--- config.mk ---
export PLATFORM = sky130hd
export DESIGN_NAME = cu_sequencer_flat
export DESIGN_NICKNAME = d
export VERILOG_FILES = /design/src/rtl/cu_pkg.sv /design/src/rtl/cu_sequencer_if.sv /design/src/rtl/cu_ucode_rom.sv /design/src/rtl/cu_sequencer.sv /design/src/flat_wrapper.sv
export SDC_FILE = /design/constraint.sdc
export NUM_CORES = 1
export LEC_CHECK = 0
export ABC_CLOCK_PERIOD_IN_PS = 2240
export BUFFER_PORTS_ARGS = -buffer_cell sky130_fd_sc_hd__buf_2
export CORE_ASPECT_RATIO = 0.6
export CORE_MARGIN = 5
export CORE_UTILIZATION = 41
export DETAILED_ROUTE_END_ITERATION = 8
export GPL_ROUTABILITY_DRIVEN = 0
export HOLD_SLACK_MARGIN = 0.1
export PLACE_DENSITY = 0.76
export SLEW_MARGIN = 10
export SYNTH_ARGS = -nofsm -noshare
export SYNTH_HDL_FRONTEND = slang
export SYNTH_SLANG_ARGS = --single-unit
export TNS_END_PERCENT = 10
--- constraint.sdc ---
create_clock -name clk -period 2.24 [get_ports clk]
set_input_delay 0.448 -clock clk [delete_from_list [all_inputs] [get_ports clk]]
set_output_delay 0.448 -clock clk [all_outputs]
set_load 0.01 [all_outputs]
--- src/rtl/cu_pkg.sv ---
// Shared types and constants for the microcode sequencer.
// CU_ILLEGAL_TRAP_EN adds the LOCK state for undefined non-CB opcodes.
package cu_pkg;

    localparam int CS_WIDTH      = 65;
    localparam int UADDR_WIDTH   = 10;
    localparam int CS_ADV_LSB    = 30;
    localparam int CS_NREAD_BIT  = 32;
    localparam int CS_NWRITE_BIT = 4;

    localparam logic [UADDR_WIDTH-1:0] FETCH_UADDR       = '0;
    localparam logic [UADDR_WIDTH-1:0] NOP_ROUTINE_UADDR = UADDR_WIDTH'(4);
    localparam logic [UADDR_WIDTH-1:0] COND_TARGET_OFS   = UADDR_WIDTH'(10'h304);
    localparam logic [CS_WIDTH-1:0]    NOP_WORD          = 65'h0_0000_0001_0000_0010;

    localparam int ILLEGAL_OP_COUNT = 11;
    localparam logic [7:0] ILLEGAL_OPS [0:ILLEGAL_OP_COUNT-1] = '{
        8'hD3, 8'hDB, 8'hDD, 8'hE3, 8'hE4, 8'hEB, 8'hEC, 8'hED, 8'hF4, 8'hFC, 8'hFD
    };

    typedef enum logic [1:0] {
        ADV_SEQ      = 2'b00,
        ADV_DISPATCH = 2'b01,
        ADV_COND     = 2'b10,
        ADV_FETCH    = 2'b11
    } adv_t;

    typedef enum logic [2:0] {
        ST_FLUSH,
        ST_RUN,
        ST_WAIT,
        ST_HALT
`ifdef CU_ILLEGAL_TRAP_EN
        , ST_LOCK
`endif
    } state_t;

    typedef struct packed {
        logic [UADDR_WIDTH-1:0] target;
        logic [CS_WIDTH-1:0]    word;
    } rom_entry_t;

    function automatic logic is_illegal_op(input logic [7:0] op);
        logic hit;
        hit = 1'b0;
        for (int i = 0; i < ILLEGAL_OP_COUNT; i++) begin
            if (op == ILLEGAL_OPS[i]) hit = 1'b1;
        end
        return hit;
    endfunction

    // Active-low strobes: a word owns the bus when either is driven low.
    function automatic logic needs_bus(input logic nread, input logic nwrite);
        return !nread || !nwrite;
    endfunction

endpackage

--- src/rtl/cu_sequencer_if.sv ---
// Sequencer-side signal bundle: decode/flag inputs and control-word outputs.
// master = surrounding CPU logic, slave = the sequencer.
interface cu_sequencer_if;

    logic [7:0]                       opcode_in;
    logic                             cb_prefix_in;
    logic                             cond_true;
    logic                             mem_ready;
    logic                             halt_req;
    logic                             wake;
    logic [cu_pkg::CS_WIDTH-1:0]      control_signals;
    logic [cu_pkg::UADDR_WIDTH-1:0]   uaddr;
    logic                             inst_boundary;
    logic                             illegal_op;

    modport master (
        output opcode_in, cb_prefix_in, cond_true, mem_ready, halt_req, wake,
        input  control_signals, uaddr, inst_boundary, illegal_op
    );

    modport slave (
        input  opcode_in, cb_prefix_in, cond_true, mem_ready, halt_req, wake,
        output control_signals, uaddr, inst_boundary, illegal_op
    );

endinterface

--- src/rtl/cu_ucode_rom.sv ---
// Combinational microcode store: port A gives {branch target, control word},
// port B maps {cb, opcode} to the routine entry point.
module cu_ucode_rom
    import cu_pkg::*;
(
    input  logic [UADDR_WIDTH-1:0] i_a_addr,
    output rom_entry_t             o_a_entry,
    input  logic [8:0]             i_b_idx,
    output logic [UADDR_WIDTH-1:0] o_b_uaddr
);

    logic [2:0] w_slot;
    adv_t       w_adv;

    // Layout: 0 = opcode read, 1 = dispatch, 4 = NOP routine; opcode routines
    // live at 0x200 + {cb, opcode} and cycle through an 8-word slot pattern.
    always_comb begin
        w_slot = i_a_addr[2:0];
        w_adv  = ADV_SEQ;
        if (i_a_addr == UADDR_WIDTH'(1)) begin
            w_adv = ADV_DISPATCH;
        end else if (i_a_addr == NOP_ROUTINE_UADDR || w_slot == 3'd6) begin
            w_adv = ADV_FETCH;
        end else if (w_slot == 3'd4) begin
            w_adv = ADV_COND;
        end

        o_a_entry                          = '0;
        o_a_entry.word[64:55]              = i_a_addr;
        o_a_entry.word[29:20]              = ~i_a_addr;
        o_a_entry.word[3:0]                = i_a_addr[3:0];
        o_a_entry.word[CS_ADV_LSB +: 2]    = w_adv;
        o_a_entry.word[CS_NREAD_BIT]       = !(i_a_addr == FETCH_UADDR || w_slot == 3'd3);
        o_a_entry.word[CS_NWRITE_BIT]      = (w_slot != 3'd5);
        o_a_entry.target                   = i_a_addr + COND_TARGET_OFS;
    end

    always_comb begin
        o_b_uaddr = {1'b1, i_b_idx};
        if (!i_b_idx[8] && is_illegal_op(i_b_idx[7:0])) begin
            o_b_uaddr = NOP_ROUTINE_UADDR;
        end
    end

endmodule

--- src/rtl/cu_sequencer.sv ---
// Microcode sequencer: micro-PC, next-address selection, memory wait and HALT.
// Build with CU_ILLEGAL_TRAP_EN to lock up on undefined non-CB opcodes.
module cu_sequencer
    import cu_pkg::*;
(
    input  logic          clk,
    input  logic          rst,
    cu_sequencer_if.slave bus
);

    state_t                 r_state;
    state_t                 w_state_next;
    logic [UADDR_WIDTH-1:0] r_uaddr;
    logic [UADDR_WIDTH-1:0] w_uaddr_next;
    logic                   r_inst_boundary;
    logic                   w_inst_boundary_next;
    logic                   w_advance;
    logic                   w_bus_stall;
    rom_entry_t             w_entry;
    logic [UADDR_WIDTH-1:0] w_dispatch_uaddr;
    adv_t                   w_adv;

    cu_ucode_rom u_rom (
        .i_a_addr  (r_uaddr),
        .o_a_entry (w_entry),
        .i_b_idx   ({bus.cb_prefix_in, bus.opcode_in}),
        .o_b_uaddr (w_dispatch_uaddr)
    );

    assign w_adv       = adv_t'(w_entry.word[CS_ADV_LSB +: 2]);
    assign w_bus_stall = needs_bus(w_entry.word[CS_NREAD_BIT], w_entry.word[CS_NWRITE_BIT])
                         && !bus.mem_ready;

`ifdef CU_ILLEGAL_TRAP_EN
    logic [ILLEGAL_OP_COUNT-1:0] w_illegal_hits;
    logic                        w_trap_hit;
    logic                        r_illegal_op;

    genvar gi;
    for (gi = 0; gi < ILLEGAL_OP_COUNT; gi++) begin : g_illegal
        assign w_illegal_hits[gi] = (bus.opcode_in == ILLEGAL_OPS[gi]);
    end
    assign w_trap_hit = !bus.cb_prefix_in && (|w_illegal_hits);
`endif

    always_ff @(posedge clk) begin
        if (rst) begin
            r_state         <= ST_FLUSH;
            r_uaddr         <= FETCH_UADDR;
            r_inst_boundary <= 1'b0;
        end else begin
            r_state         <= w_state_next;
            r_uaddr         <= w_uaddr_next;
            r_inst_boundary <= w_inst_boundary_next;
        end
    end

    always_comb begin
        w_state_next         = r_state;
        w_uaddr_next         = r_uaddr;
        w_inst_boundary_next = 1'b0;
        w_advance            = 1'b0;

        case (r_state)
            ST_FLUSH: begin
                w_state_next = ST_RUN;
                w_uaddr_next = FETCH_UADDR;
            end
            ST_RUN: begin
                if (w_bus_stall) w_state_next = ST_WAIT;
                else             w_advance    = 1'b1;
            end
            ST_WAIT: begin
                if (bus.mem_ready) begin
                    w_state_next = ST_RUN;
                    w_advance    = 1'b1;
                end
            end
            ST_HALT: begin
                if (bus.wake) begin
                    w_state_next = ST_RUN;
                    w_uaddr_next = FETCH_UADDR;
                end
            end
            default: w_state_next = r_state;
        endcase

        // The word leaving RUN/WAIT decides where the micro-PC goes next.
        if (w_advance) begin
            case (w_adv)
                ADV_SEQ: w_uaddr_next = r_uaddr + UADDR_WIDTH'(1);
                ADV_DISPATCH: begin
`ifdef CU_ILLEGAL_TRAP_EN
                    if (w_trap_hit) w_state_next = ST_LOCK;
                    else            w_uaddr_next = w_dispatch_uaddr;
`else
                    w_uaddr_next = w_dispatch_uaddr;
`endif
                end
                ADV_COND: begin
                    w_uaddr_next = bus.cond_true ? w_entry.target : r_uaddr + UADDR_WIDTH'(1);
                end
                ADV_FETCH: begin
                    w_uaddr_next         = FETCH_UADDR;
                    w_inst_boundary_next = 1'b1;
                    if (bus.halt_req && !bus.wake) w_state_next = ST_HALT;
                end
                default: w_uaddr_next = r_uaddr;
            endcase
        end
    end

    always_comb begin
        bus.control_signals = NOP_WORD;
        if (r_state == ST_RUN || r_state == ST_WAIT) begin
            bus.control_signals = w_entry.word;
        end
    end

    assign bus.uaddr         = r_uaddr;
    assign bus.inst_boundary = r_inst_boundary;

`ifdef CU_ILLEGAL_TRAP_EN
    always_ff @(posedge clk) begin
        if (rst) r_illegal_op <= 1'b0;
        else     r_illegal_op <= r_illegal_op || (w_state_next == ST_LOCK);
    end
    assign bus.illegal_op = r_illegal_op;
`else
    assign bus.illegal_op = 1'b0;
`endif

endmodule

--- src/flat_wrapper.sv ---
// flat-port wrapper written by rule: the top's interface ports become plain ports
module cu_sequencer_flat import cu_pkg::*;
  (clk, rst, bus_opcode_in, bus_cb_prefix_in, bus_cond_true, bus_mem_ready, bus_halt_req, bus_wake, bus_control_signals, bus_uaddr, bus_inst_boundary, bus_illegal_op);
  cu_sequencer_if bus_i ();
  input  logic clk;
  input  logic rst;
  input wire logic [$bits(bus_i.opcode_in)-1:0] bus_opcode_in;
  input wire logic [$bits(bus_i.cb_prefix_in)-1:0] bus_cb_prefix_in;
  input wire logic [$bits(bus_i.cond_true)-1:0] bus_cond_true;
  input wire logic [$bits(bus_i.mem_ready)-1:0] bus_mem_ready;
  input wire logic [$bits(bus_i.halt_req)-1:0] bus_halt_req;
  input wire logic [$bits(bus_i.wake)-1:0] bus_wake;
  output wire logic [$bits(bus_i.control_signals)-1:0] bus_control_signals;
  output wire logic [$bits(bus_i.uaddr)-1:0] bus_uaddr;
  output wire logic [$bits(bus_i.inst_boundary)-1:0] bus_inst_boundary;
  output wire logic [$bits(bus_i.illegal_op)-1:0] bus_illegal_op;
  assign bus_i.opcode_in = bus_opcode_in;
  assign bus_i.cb_prefix_in = bus_cb_prefix_in;
  assign bus_i.cond_true = bus_cond_true;
  assign bus_i.mem_ready = bus_mem_ready;
  assign bus_i.halt_req = bus_halt_req;
  assign bus_i.wake = bus_wake;
  assign bus_control_signals = bus_i.control_signals;
  assign bus_uaddr = bus_i.uaddr;
  assign bus_inst_boundary = bus_i.inst_boundary;
  assign bus_illegal_op = bus_i.illegal_op;
  cu_sequencer u_core (.clk(clk), .rst(rst), .bus(bus_i));
endmodule
==> results_tabular.tex, run 1 <==
\begin{tabular}{lr}
\hline
Metric & Value \\
\hline
\multicolumn{2}{l}{\textbf{Floorplanning}} \\
Num ports & 92 \\
Standard-cell rows & 18 \\
Floorplan core area & 0.00405 mm2 \\
Die span in y & 60.0 um \\
Initial core utilization & 42.1\% \\
Die Wd & 93.3 um \\
Full die area & 0.00559 mm2 \\
\multicolumn{2}{l}{\textbf{Finish}} \\
Area added between synthesis and finish & 18.2\% \\
Share of final-layout standard cells stronger than drive strength 1 & 33.1\% \\
Number of diodes added for antenna fixing & 0 \\
Leading cell type in the layout, fill and taps excluded & sky130\_fd\_sc\_hd\_\_buf\_2 \\
Count of nets after finishing & 309 \\
Commonest non-fill, non-tap cells in the layout & sky130\_fd\_sc\_hd\_\_buf\_2, sky130\_fd\_sc\_hd\_\_conb\_1, sky130\_fd\_sc\_hd\_\_nor2\_1 \\
FILL cells & 445 \\
Register cell area after layout & 288 um2 \\
Area of the multi-input gates & 0.00119 mm2 \\
Number of standard cells in the layout, taps in and fillers out & 334 \\
\multicolumn{2}{l}{\textbf{Logic synthesis}} \\
Distinct cells, synth & 57 \\
Most used DFF post-synth & sky130\_fd\_sc\_hd\_\_dfxtp\_1 \\
Post-synth design cell area & 0.00171 mm2 \\
Fraction of registers with async set/reset & 0\% \\
Synthesized instance count & 226 \\
Synth Register Bits & 14 \\
Yosys warnings & 0 \\
Post-synth EDFFs & 0 \\
Synth Area per Inst & 7.55 um2 \\
Fraction of the yosys area taken by sequential cells & 16.4\% \\
\multicolumn{2}{l}{\textbf{Critical path}} \\
Critical Path Fanout Max & 5 \\
Number of buffers and inverters on the critical path & 1 \\
Startpoint class of the critical path & register \\
Worst-path cell chain & nor4\_4 > and4\_1 > a211oi\_1 > buf\_2 \\
Slowest stage cell, crit path & sky130\_fd\_sc\_hd\_\_nor4\_4 \\
Worst path max stage delay & 0.45 ns \\
Signal arrival time at the worst endpoint & 1.75 ns \\
Critical path required time & 1.79 ns \\
Gate family responsible for the most delay along the worst path & simple AND/OR/NAND/NOR gates \\
Critical path capture point type & primary output \\
CP Class & reg -> out \\
\multicolumn{2}{l}{\textbf{Clocking}} \\
Htree depth & 1 \\
Clock input transition at the sequential cells of the worst setup and hold paths & 0.07 ns \\
Total CTS buffers & 3 \\
CTS tree & yes \\
CTS Root Cell & sky130\_fd\_sc\_hd\_\_clkbuf\_8 \\
Clock latency reported for the late side of the worst-skew pair & 0.25 ns \\
CTS Sinks & 14 \\
Number of buffers inserted by hold repair at cts & 0 \\
Maximum clock path buffer count & 2 \\
\multicolumn{2}{l}{\textbf{Placement}} \\
Number of port buffers & 53 \\
Placed Cells incl. Taps & 329 \\
Sum of net half-perimeters after detailed placement & 4.21 mm \\
\multicolumn{2}{l}{\textbf{STA}} \\
Final period util & 98.1\% \\
Setup repair after global routing missed its margin & true \\
Top achievable clock speed & 455 MHz \\
Min Tclk post-route & 2.20 ns \\
Number of setup violations in the final report & 0 \\
Final hold vios & 0 \\
Skew final & 0.00922 ns \\
TNS Setup & 0 ns \\
Max-slew violations & 0 \\
\multicolumn{2}{l}{\textbf{Run}} \\
Maxcap violations & 0 \\
\multicolumn{2}{l}{\textbf{Route}} \\
Length of routed wiring on met1 & 2.34 mm \\
Vias per Instance & 5.33 \\
Wire length per cell after detailed routing & 15.8 um \\
Total length of routed met3 wires & 643 um \\
\# DRC & 0 \\
Remaining antenna violation count & 0 \\
Initial DRC count & 171 \\
Drt pass-1 iters & 4 \\
Detail Route met2 WL & 2.26 mm \\
Top routing layer in use & met4 \\
Count of vias placed by the detailed router & 1780 \\
Aggregate routed wire length & 5.27 mm \\
\multicolumn{2}{l}{\textbf{Hold path}} \\
Min-delay worst type & in -> reg \\
\multicolumn{2}{l}{\textbf{Global route}} \\
GR Util All Layers & 17.7\% \\
Via count of the first global-routing pass & 1466 \\
Remaining Overflow, GRT & 0 \\
Maximum number of pins on one net before global-route repair & 18 \\
Antenna violations before repair & 0 \\
First-pass GRT wire length & 7.76 mm \\
\multicolumn{2}{l}{\textbf{Outcome}} \\
Status & finished, final reports clean \\
\multicolumn{2}{l}{\textbf{Power}} \\
Ratio of total power to cell area & 1230 mW/mm2 \\
Peak VDD IR & 0.355 mV \\
Static Leakage & 0.973 nW \\
\hline
\end{tabular}
## Yosys cell counts, types with 4 or more instances
master	count	area share, %
sky130_fd_sc_hd__nand3_1	6	1.8
sky130_fd_sc_hd__buf_4	43	19
sky130_fd_sc_hd__nand2_1	11	2.4
sky130_fd_sc_hd__a21oi_1	14	4.1
sky130_fd_sc_hd__ha_1	8	5.9
sky130_fd_sc_hd__clkbuf_1	7	1.5
sky130_fd_sc_hd__and2_1	9	3.3
sky130_fd_sc_hd__nor2_1	23	5.1
sky130_fd_sc_hd__dfxtp_1	14	16
sky130_fd_sc_hd__inv_1	6	1.3
sky130_fd_sc_hd__a31oi_1	4	1.5
sky130_fd_sc_hd__o21ai_0	6	1.8
sky130_fd_sc_hd__nand2b_1	5	1.8
## worst register-to-register path, cell delays in order, from the launching register on
cell                        delay, ns
sky130_fd_sc_hd__dfxtp_1         0.36
sky130_fd_sc_hd__nor4_4          0.45
sky130_fd_sc_hd__and4_1          0.44
sky130_fd_sc_hd__o31a_4          0.27
sky130_fd_sc_hd__a21oi_2         0.08
sky130_fd_sc_hd__a2111oi_2       0.34
## metal layers
| metal | vias to the layer above | track usage, % |
|---|---|---|
| li1 | 845 | - |
| met1 | 824 | 26.8 |
| met2 | 107 | 24.7 |
| met3 | 4 | 5.66 |
| met4 | 0 | 2.51 |
| met5 | - | 0 |
## through the flow
stage / utilization (%) / power (mW) / area [um2] / hold slack [ns] / worst slack (ns)
3_3_place_gp: 47.5 / 2.13 / 1920 / 0.533 / 0.193
6_report: 49.7 / 2.48 / 2020 / 0.482 / 0.0418
5_1_grt: 49.7 / 2.67 / 2020 / 0.496 / -0.0233
2_1_floorplan: - / 1.56 / 1850 / 0.485 / 0.00390
3_5_place_dp: 47.5 / 2.15 / 1920 / 0.528 / 0.148
4_1_cts: 48.8 / 2.39 / 1980 / 0.479 / 0.0118
## sequential cells by signal, summed over array words and instances (netlist names)
name                      flops
u_core.bus.uaddr             10
u_core.bus.inst_boundary      1
u_core.r_state                3
## repair_timing
| action | CTS | global route |
|---|---|---|
| pin swaps | 0 | 1 |
| buffers inserted | 0 | 2 |
| setup endpoints to repair | 2 | 11 |
| gates resized for setup | 3 | 7 |
## cell families after synthesis
kind of cell | after synthesis | share of synthesized area [%]
simple gates | 80 | 26.0
buf+inv | 60 | 23.7
compound gates | 57 | 24.7
flops | 14 | 16.4
fa+ha+maj | 8 | 5.87
xor+xnor | 6 | 3.08
other cells | 1 | 0.220
## report_power, final
group | switching, mW | leakage (nW) | total (mW) | internal (mW)
Combinational | 1.08 | 0.836 | 1.86 | 0.777
Clock | 0.0991 | 0.0216 | 0.218 | 0.119
Sequential | 0.0928 | 0.116 | 0.406 | 0.313
Total | 1.27 | 0.973 | 2.48 | 1.21
## cell type report
cell class                 count  area share, %
clock buffer                   3           2.05
inverter                       6           1.12
multi-input combinational    189           59.2
sequential                    14           14.3
tap                           50           3.10
timing repair buffer          72           20.2
## final timing paths
check | start | end | slack, ns | depth (start not counted)
hold / removal | bus_halt_req | u_core.r_state[1]$_SDFF_PP0_ | 0.48 | 3
hold reg to reg | u_core.r_state[2]$_SDFF_PP0_ | u_core.r_state[2]$_SDFF_PP0_ | 0.54 | 2
setup / recovery | u_core.bus.uaddr[5]$_SDFFE_PP0P_ | bus_control_signals[31] | 0.04 | 4
setup reg to reg | u_core.bus.uaddr[5]$_SDFFE_PP0P_ | u_core.bus.uaddr[6]$_SDFFE_PP0P_ | 0.18 | 5
(Power assumes the default switching activity.)
==> run 2, diff against run 1 <==
==> constraint.sdc (replaced) <==
create_clock -name clk -period 2.24 [get_ports clk]
set_input_delay 0.224 -clock clk [delete_from_list [all_inputs] [get_ports clk]]
set_output_delay 0.224 -clock clk [all_outputs]
set_load 0.01 [all_outputs]
==> results_tabular.tex, run 2 (synthesis gave the netlist of run 1 again) <==
\begin{tabular}{lr}
\hline
Metric & Value \\
\hline
\multicolumn{2}{l}{\textbf{Clocking}} \\
Clock latency reported for the late side of the worst-skew pair & 0.26 ns \\
Setup Buffers After CTS & 0 \\
CTS Sinks & 14 \\
Htree depth & 1 \\
Total CTS buffers & 3 \\
CTS Root Cell & sky130\_fd\_sc\_hd\_\_clkbuf\_8 \\
Clock input transition at the sequential cells of the worst setup and hold paths & 0.06 ns \\
Maximum clock path buffer count & 2 \\
CTS tree & yes \\
\multicolumn{2}{l}{\textbf{Global route}} \\
GR Util All Layers & 18.1\% \\
First-pass GRT wire length & 7.84 mm \\
Antenna violations before repair & 0 \\
Via count of the first global-routing pass & 1531 \\
Remaining Overflow, GRT & 0 \\
Maximum number of pins on one net before global-route repair & 18 \\
\multicolumn{2}{l}{\textbf{STA}} \\
Final period util & 97.9\% \\
Max-slew violations & 0 \\
Max transition margin & 65.5\% \\
Final hold vios & 0 \\
Hold Slack & 0.253 ns \\
TNS Setup & 0 ns \\
Final setup margin & 0.0462 ns \\
Skew final & 0.00308 ns \\
Min Tclk post-route & 2.19 ns \\
Setup repair after global routing missed its margin & true \\
Actual slew at the worst max-slew pin & 0.518 ns \\
Number of setup violations in the final report & 0 \\
Top achievable clock speed & 456 MHz \\
\multicolumn{2}{l}{\textbf{Finish}} \\
Number of diodes added for antenna fixing & 0 \\
Area added between synthesis and finish & 14.7\% \\
Final cell area excluding filler cells & 0.00196 mm2 \\
FILL cells & 428 \\
Number of standard cells in the layout, taps in and fillers out & 329 \\
Share of final-layout standard cells stronger than drive strength 1 & 30.8\% \\
Leading cell type in the layout, fill and taps excluded & sky130\_fd\_sc\_hd\_\_buf\_2 \\
Count of nets after finishing & 303 \\
Commonest non-fill, non-tap cells in the layout & sky130\_fd\_sc\_hd\_\_buf\_2, sky130\_fd\_sc\_hd\_\_conb\_1, sky130\_fd\_sc\_hd\_\_nor2\_1 \\
Max FFs per register & 10 \\
Area of the multi-input gates & 0.00117 mm2 \\
Finished Core Util & 48.3\% \\
Register cell area after layout & 285 um2 \\
\multicolumn{2}{l}{\textbf{Route}} \\
Remaining antenna violation count & 0 \\
Drt pass-1 iters & 4 \\
Vias per Instance & 5.37 \\
\# DRC & 0 \\
Wire length per cell after detailed routing & 15.7 um \\
Initial DRC count & 171 \\
Count of vias placed by the detailed router & 1767 \\
Aggregate routed wire length & 5.15 mm \\
\multicolumn{2}{l}{\textbf{Floorplanning}} \\
Die span in y & 60.0 um \\
Floorplan core area & 0.00405 mm2 \\
Full die area & 0.00559 mm2 \\
Num ports & 92 \\
Standard-cell rows & 18 \\
Die Wd & 93.3 um \\
Initial core utilization & 42.1\% \\
\multicolumn{2}{l}{\textbf{Critical path}} \\
Critical Path Fanout Max & 6 \\
Critical path capture point type & primary output \\
Startpoint class of the critical path & register \\
Critical path required time & 2.02 ns \\
Signal arrival time at the worst endpoint & 1.97 ns \\
CP Class & reg -> out \\
\multicolumn{2}{l}{\textbf{Placement}} \\
Number of port buffers & 53 \\
Post-detailed-placement cell area & 0.00189 mm2 \\
Placed Cells incl. Taps & 325 \\
Post-placement worst setup slack & 0.162 ns \\
Sum of net half-perimeters after detailed placement & 4.14 mm \\
\multicolumn{2}{l}{\textbf{Power}} \\
Total design power & 2.40 mW \\
Ratio of total power to cell area & 1230 mW/mm2 \\
Static Leakage & 0.947 nW \\
Peak VDD IR & 0.336 mV \\
\multicolumn{2}{l}{\textbf{Outcome}} \\
Status & finished, final reports clean \\
\multicolumn{2}{l}{\textbf{Run}} \\
Maxcap violations & 0 \\
\multicolumn{2}{l}{\textbf{Hold path}} \\
Min-delay worst type & in -> reg \\
\hline
\end{tabular}
[run 2: final cells by class]
type | count | share of cell area (%)
clock buffer | 4 | 2.81
timing repair buffer | 66 | 18.5
sequential | 14 | 14.6
inverter | 6 | 1.15
multi-input combinational | 189 | 59.7
tap | 50 | 3.20
[run 2: path summary, 6_finish.rpt]
path / from / to / slack (ns) / cells after the start
max: u_core.bus.uaddr[1]$_SDFFE_PP0P_ / bus_control_signals[30] / 0.05 / 7
min: bus_halt_req / u_core.r_state[1]$_SDFF_PP0_ / 0.25 / 3
max reg2reg: u_core.bus.uaddr[1]$_SDFFE_PP0P_ / u_core.bus.uaddr[4]$_SDFFE_PP0P_ / 0.17 / 6
min reg2reg: u_core.r_state[2]$_SDFF_PP0_ / u_core.r_state[2]$_SDFF_PP0_ / 0.55 / 2
[run 2: routing by layer]
| metal | global-route usage (%) | up-vias | wire [um] |
|---|---|---|---|
| met5 | 0 | - | 0 |
| met3 | 4.91 | 2 | 495 |
| li1 | - | 830 | - |
| met4 | 5.01 | 0 | 25 |
| met2 | 27.1 | 95 | 2310 |
| met1 | 25.5 | 840 | 2320 |
[run 2: critical path, stage by stage, from the launching register on]
cell and delay (ns):
sky130_fd_sc_hd__dfxtp_2 0.39, sky130_fd_sc_hd__inv_1 0.10, sky130_fd_sc_hd__ha_1 0.24, sky130_fd_sc_hd__a22o_1 0.29, sky130_fd_sc_hd__a31oi_2 0.27, sky130_fd_sc_hd__buf_4 0.20
sky130_fd_sc_hd__nor2_1 0.05, sky130_fd_sc_hd__buf_2 0.17
[run 2: repair_timing]
action	CTS	global route
resized for setup	1	4
setup endpoints to repair	1	5
hold buffers	0	0
pin swaps	0	1
[run 2: power breakdown]
group	internal (mW)	leakage [nW]	switching [mW]	total, mW
Sequential	0.312	0.116	0.105	0.418
Combinational	0.689	0.803	1.04	1.73
Clock	0.156	0.0288	0.102	0.258
==> run 3, diff against run 2 <==
BUFFER_PORTS_ARGS = -buffer_cell sky130_fd_sc_hd__clkbuf_2   (was -buffer_cell sky130_fd_sc_hd__buf_2)
==> results_tabular.tex, run 3 (synthesis gave the netlist of run 1 again) <==
\begin{tabular}{lr}
\hline
Metric & Value \\
\hline
\multicolumn{2}{l}{\textbf{Outcome}} \\
Status & finished, final reports clean \\
\multicolumn{2}{l}{\textbf{Run}} \\
Maxcap violations & 0 \\
\multicolumn{2}{l}{\textbf{Route}} \\
Aggregate routed wire length & 5.21 mm \\
\# DRC & 0 \\
Drt pass-1 iters & 5 \\
Vias per Instance & 5.45 \\
Wire length per cell after detailed routing & 15.7 um \\
Count of vias placed by the detailed router & 1805 \\
Initial DRC count & 171 \\
Remaining antenna violation count & 0 \\
\multicolumn{2}{l}{\textbf{Clocking}} \\
CTS tree & yes \\
CTS Root Cell & sky130\_fd\_sc\_hd\_\_clkbuf\_8 \\
Maximum clock path buffer count & 2 \\
Total CTS buffers & 3 \\
Clock latency reported for the late side of the worst-skew pair & 0.26 ns \\
Number of buffers inserted by hold repair at cts & 0 \\
CTS Sinks & 14 \\
Htree depth & 1 \\
Clock input transition at the sequential cells of the worst setup and hold paths & 0.07 ns \\
\multicolumn{2}{l}{\textbf{Power}} \\
Static Leakage & 0.939 nW \\
Ratio of total power to cell area & 1240 mW/mm2 \\
Total design power & 2.46 mW \\
Peak VDD IR & 0.415 mV \\
\multicolumn{2}{l}{\textbf{Global route}} \\
Via count of the first global-routing pass & 1562 \\
First-pass GRT wire length & 7.89 mm \\
Maximum number of pins on one net before global-route repair & 18 \\
GR Util All Layers & 18.0\% \\
Remaining Overflow, GRT & 0 \\
Antenna violations before repair & 0 \\
\multicolumn{2}{l}{\textbf{Placement}} \\
Number of port buffers & 53 \\
Post-detailed-placement cell area & 0.00190 mm2 \\
Placed Cells incl. Taps & 326 \\
Sum of net half-perimeters after detailed placement & 4.15 mm \\
\multicolumn{2}{l}{\textbf{STA}} \\
Min Tclk post-route & 2.15 ns \\
Final period util & 95.9\% \\
Max-slew violations & 0 \\
Setup repair after global routing missed its margin & false \\
Final hold vios & 0 \\
TNS Setup & 0 ns \\
Number of setup violations in the final report & 0 \\
Skew final & 0.00345 ns \\
Top achievable clock speed & 465 MHz \\
Hold Slack & 0.222 ns \\
Max transition margin & 60.8\% \\
Actual slew at the worst max-slew pin & 0.586 ns \\
\multicolumn{2}{l}{\textbf{Finish}} \\
Area added between synthesis and finish & 16.1\% \\
Leading cell type in the layout, fill and taps excluded & sky130\_fd\_sc\_hd\_\_clkbuf\_2 \\
Max FFs per register & 10 \\
Number of standard cells in the layout, taps in and fillers out & 331 \\
Count of nets after finishing & 305 \\
Final cell area excluding filler cells & 0.00198 mm2 \\
Number of diodes added for antenna fixing & 0 \\
Commonest non-fill, non-tap cells in the layout & sky130\_fd\_sc\_hd\_\_clkbuf\_2, sky130\_fd\_sc\_hd\_\_conb\_1, sky130\_fd\_sc\_hd\_\_nor2\_1 \\
Share of final-layout standard cells stronger than drive strength 1 & 31.0\% \\
\multicolumn{2}{l}{\textbf{Critical path}} \\
Startpoint class of the critical path & register \\
Signal arrival time at the worst endpoint & 2.30 ns \\
Worst path max stage delay & 0.36 ns \\
Startpoint of the most critical register-to-register path & u\_core.bus.uaddr[0]\$\_SDFFE\_PP0P\_ \\
Dominant cell type by count on the critical path & sky130\_fd\_sc\_hd\_\_ha\_1 \\
Slowest stage cell, crit path & sky130\_fd\_sc\_hd\_\_dfxtp\_2 \\
Worst-path cell chain & ha\_1 > ha\_1 > a41oi\_1 > a22o\_2 > nand2b\_1 > o31ai\_1 \\
Setup crit start & u\_core.bus.uaddr[0]\$\_SDFFE\_PP0P\_ \\
Critical Path Fanout Max & 9 \\
Critical path capture point type & register \\
Critical path required time & 2.39 ns \\
CP Class & reg -> reg \\
\multicolumn{2}{l}{\textbf{Floorplanning}} \\
Floorplan core area & 0.00405 mm2 \\
Die span in y & 60.0 um \\
Initial core utilization & 42.1\% \\
Die Wd & 93.3 um \\
Full die area & 0.00559 mm2 \\
Num ports & 92 \\
Standard-cell rows & 18 \\
\multicolumn{2}{l}{\textbf{Hold path}} \\
Hold path startpoint & bus\_halt\_req \\
Min-delay worst type & in -> reg \\
\hline
\end{tabular}
==> run 3: path summary, 6_finish.rpt <==
path | endpoint | slack, ns | depth (start not counted)
setup / recovery | u_core.bus.uaddr[4]$_SDFFE_PP0P_ | 0.09 | 6
setup reg to reg | u_core.bus.uaddr[4]$_SDFFE_PP0P_ | 0.09 | 6
hold reg to reg | u_core.r_state[2]$_SDFF_PP0_ | 0.56 | 2
hold / removal | u_core.r_state[1]$_SDFF_PP0_ | 0.22 | 3
==> run 3: stage by stage <==
step / util [%] / setup slack [ns]
6_report: 48.8 / 0.0917
3_5_place_dp: 46.9 / 0.0850
5_1_grt: 48.8 / 0.00134
2_1_floorplan: - / 0.00390
4_1_cts: 48.3 / 0.0211
3_3_place_gp: 46.9 / 0.222
==> run 3: critical path: cells and delay by family, from the launching register on <==
kind                       cells  cell delay, ns
AOI/OAI and AO/OA              3            0.98
DFF                            1            0.36
and+or+nand+nor                1            0.20
adders and majority gates      2            0.50
==> run 3: final cells by class <==
type | instances | area [um2]
inverter | 6 | 22.5
tap | 50 | 62.6
fill | 414 | 2070
multi-input combinational | 189 | 1180
clock buffer | 4 | 55.1
sequential | 14 | 284
timing repair buffer | 68 | 378
==> run 3: metal layers <==
| metal | vias up | routed length [um] | share of wire, % | GRT usage [%] |
|---|---|---|---|---|
| met5 | - | 0 | 0 | 0 |
| met4 | 0 | 55 | 1.1 | 3.97 |
| met3 | 8 | 570 | 11 | 4.91 |
| met2 | 107 | 2250 | 43 | 27.0 |
| met1 | 847 | 2340 | 45 | 25.7 |
| li1 | 843 | - | - | - |
==> run 3: timing repair <==
action / in CTS / in global routing
buffers inserted: 0 / 1
hold endpoints to repair: 0 / 0
pin swaps: 0 / 1
endpoints found under the setup margin: 1 / 5
resized for setup: 1 / 4
==> run 3: power by group <==
group | internal (mW) | leakage, nW | switching, mW | total, mW
logic | 0.712 | 0.795 | 1.08 | 1.79
clock network | 0.156 | 0.0288 | 0.114 | 0.270
registers | 0.311 | 0.115 | 0.0952 | 0.406
total | 1.18 | 0.939 | 1.28 | 2.46
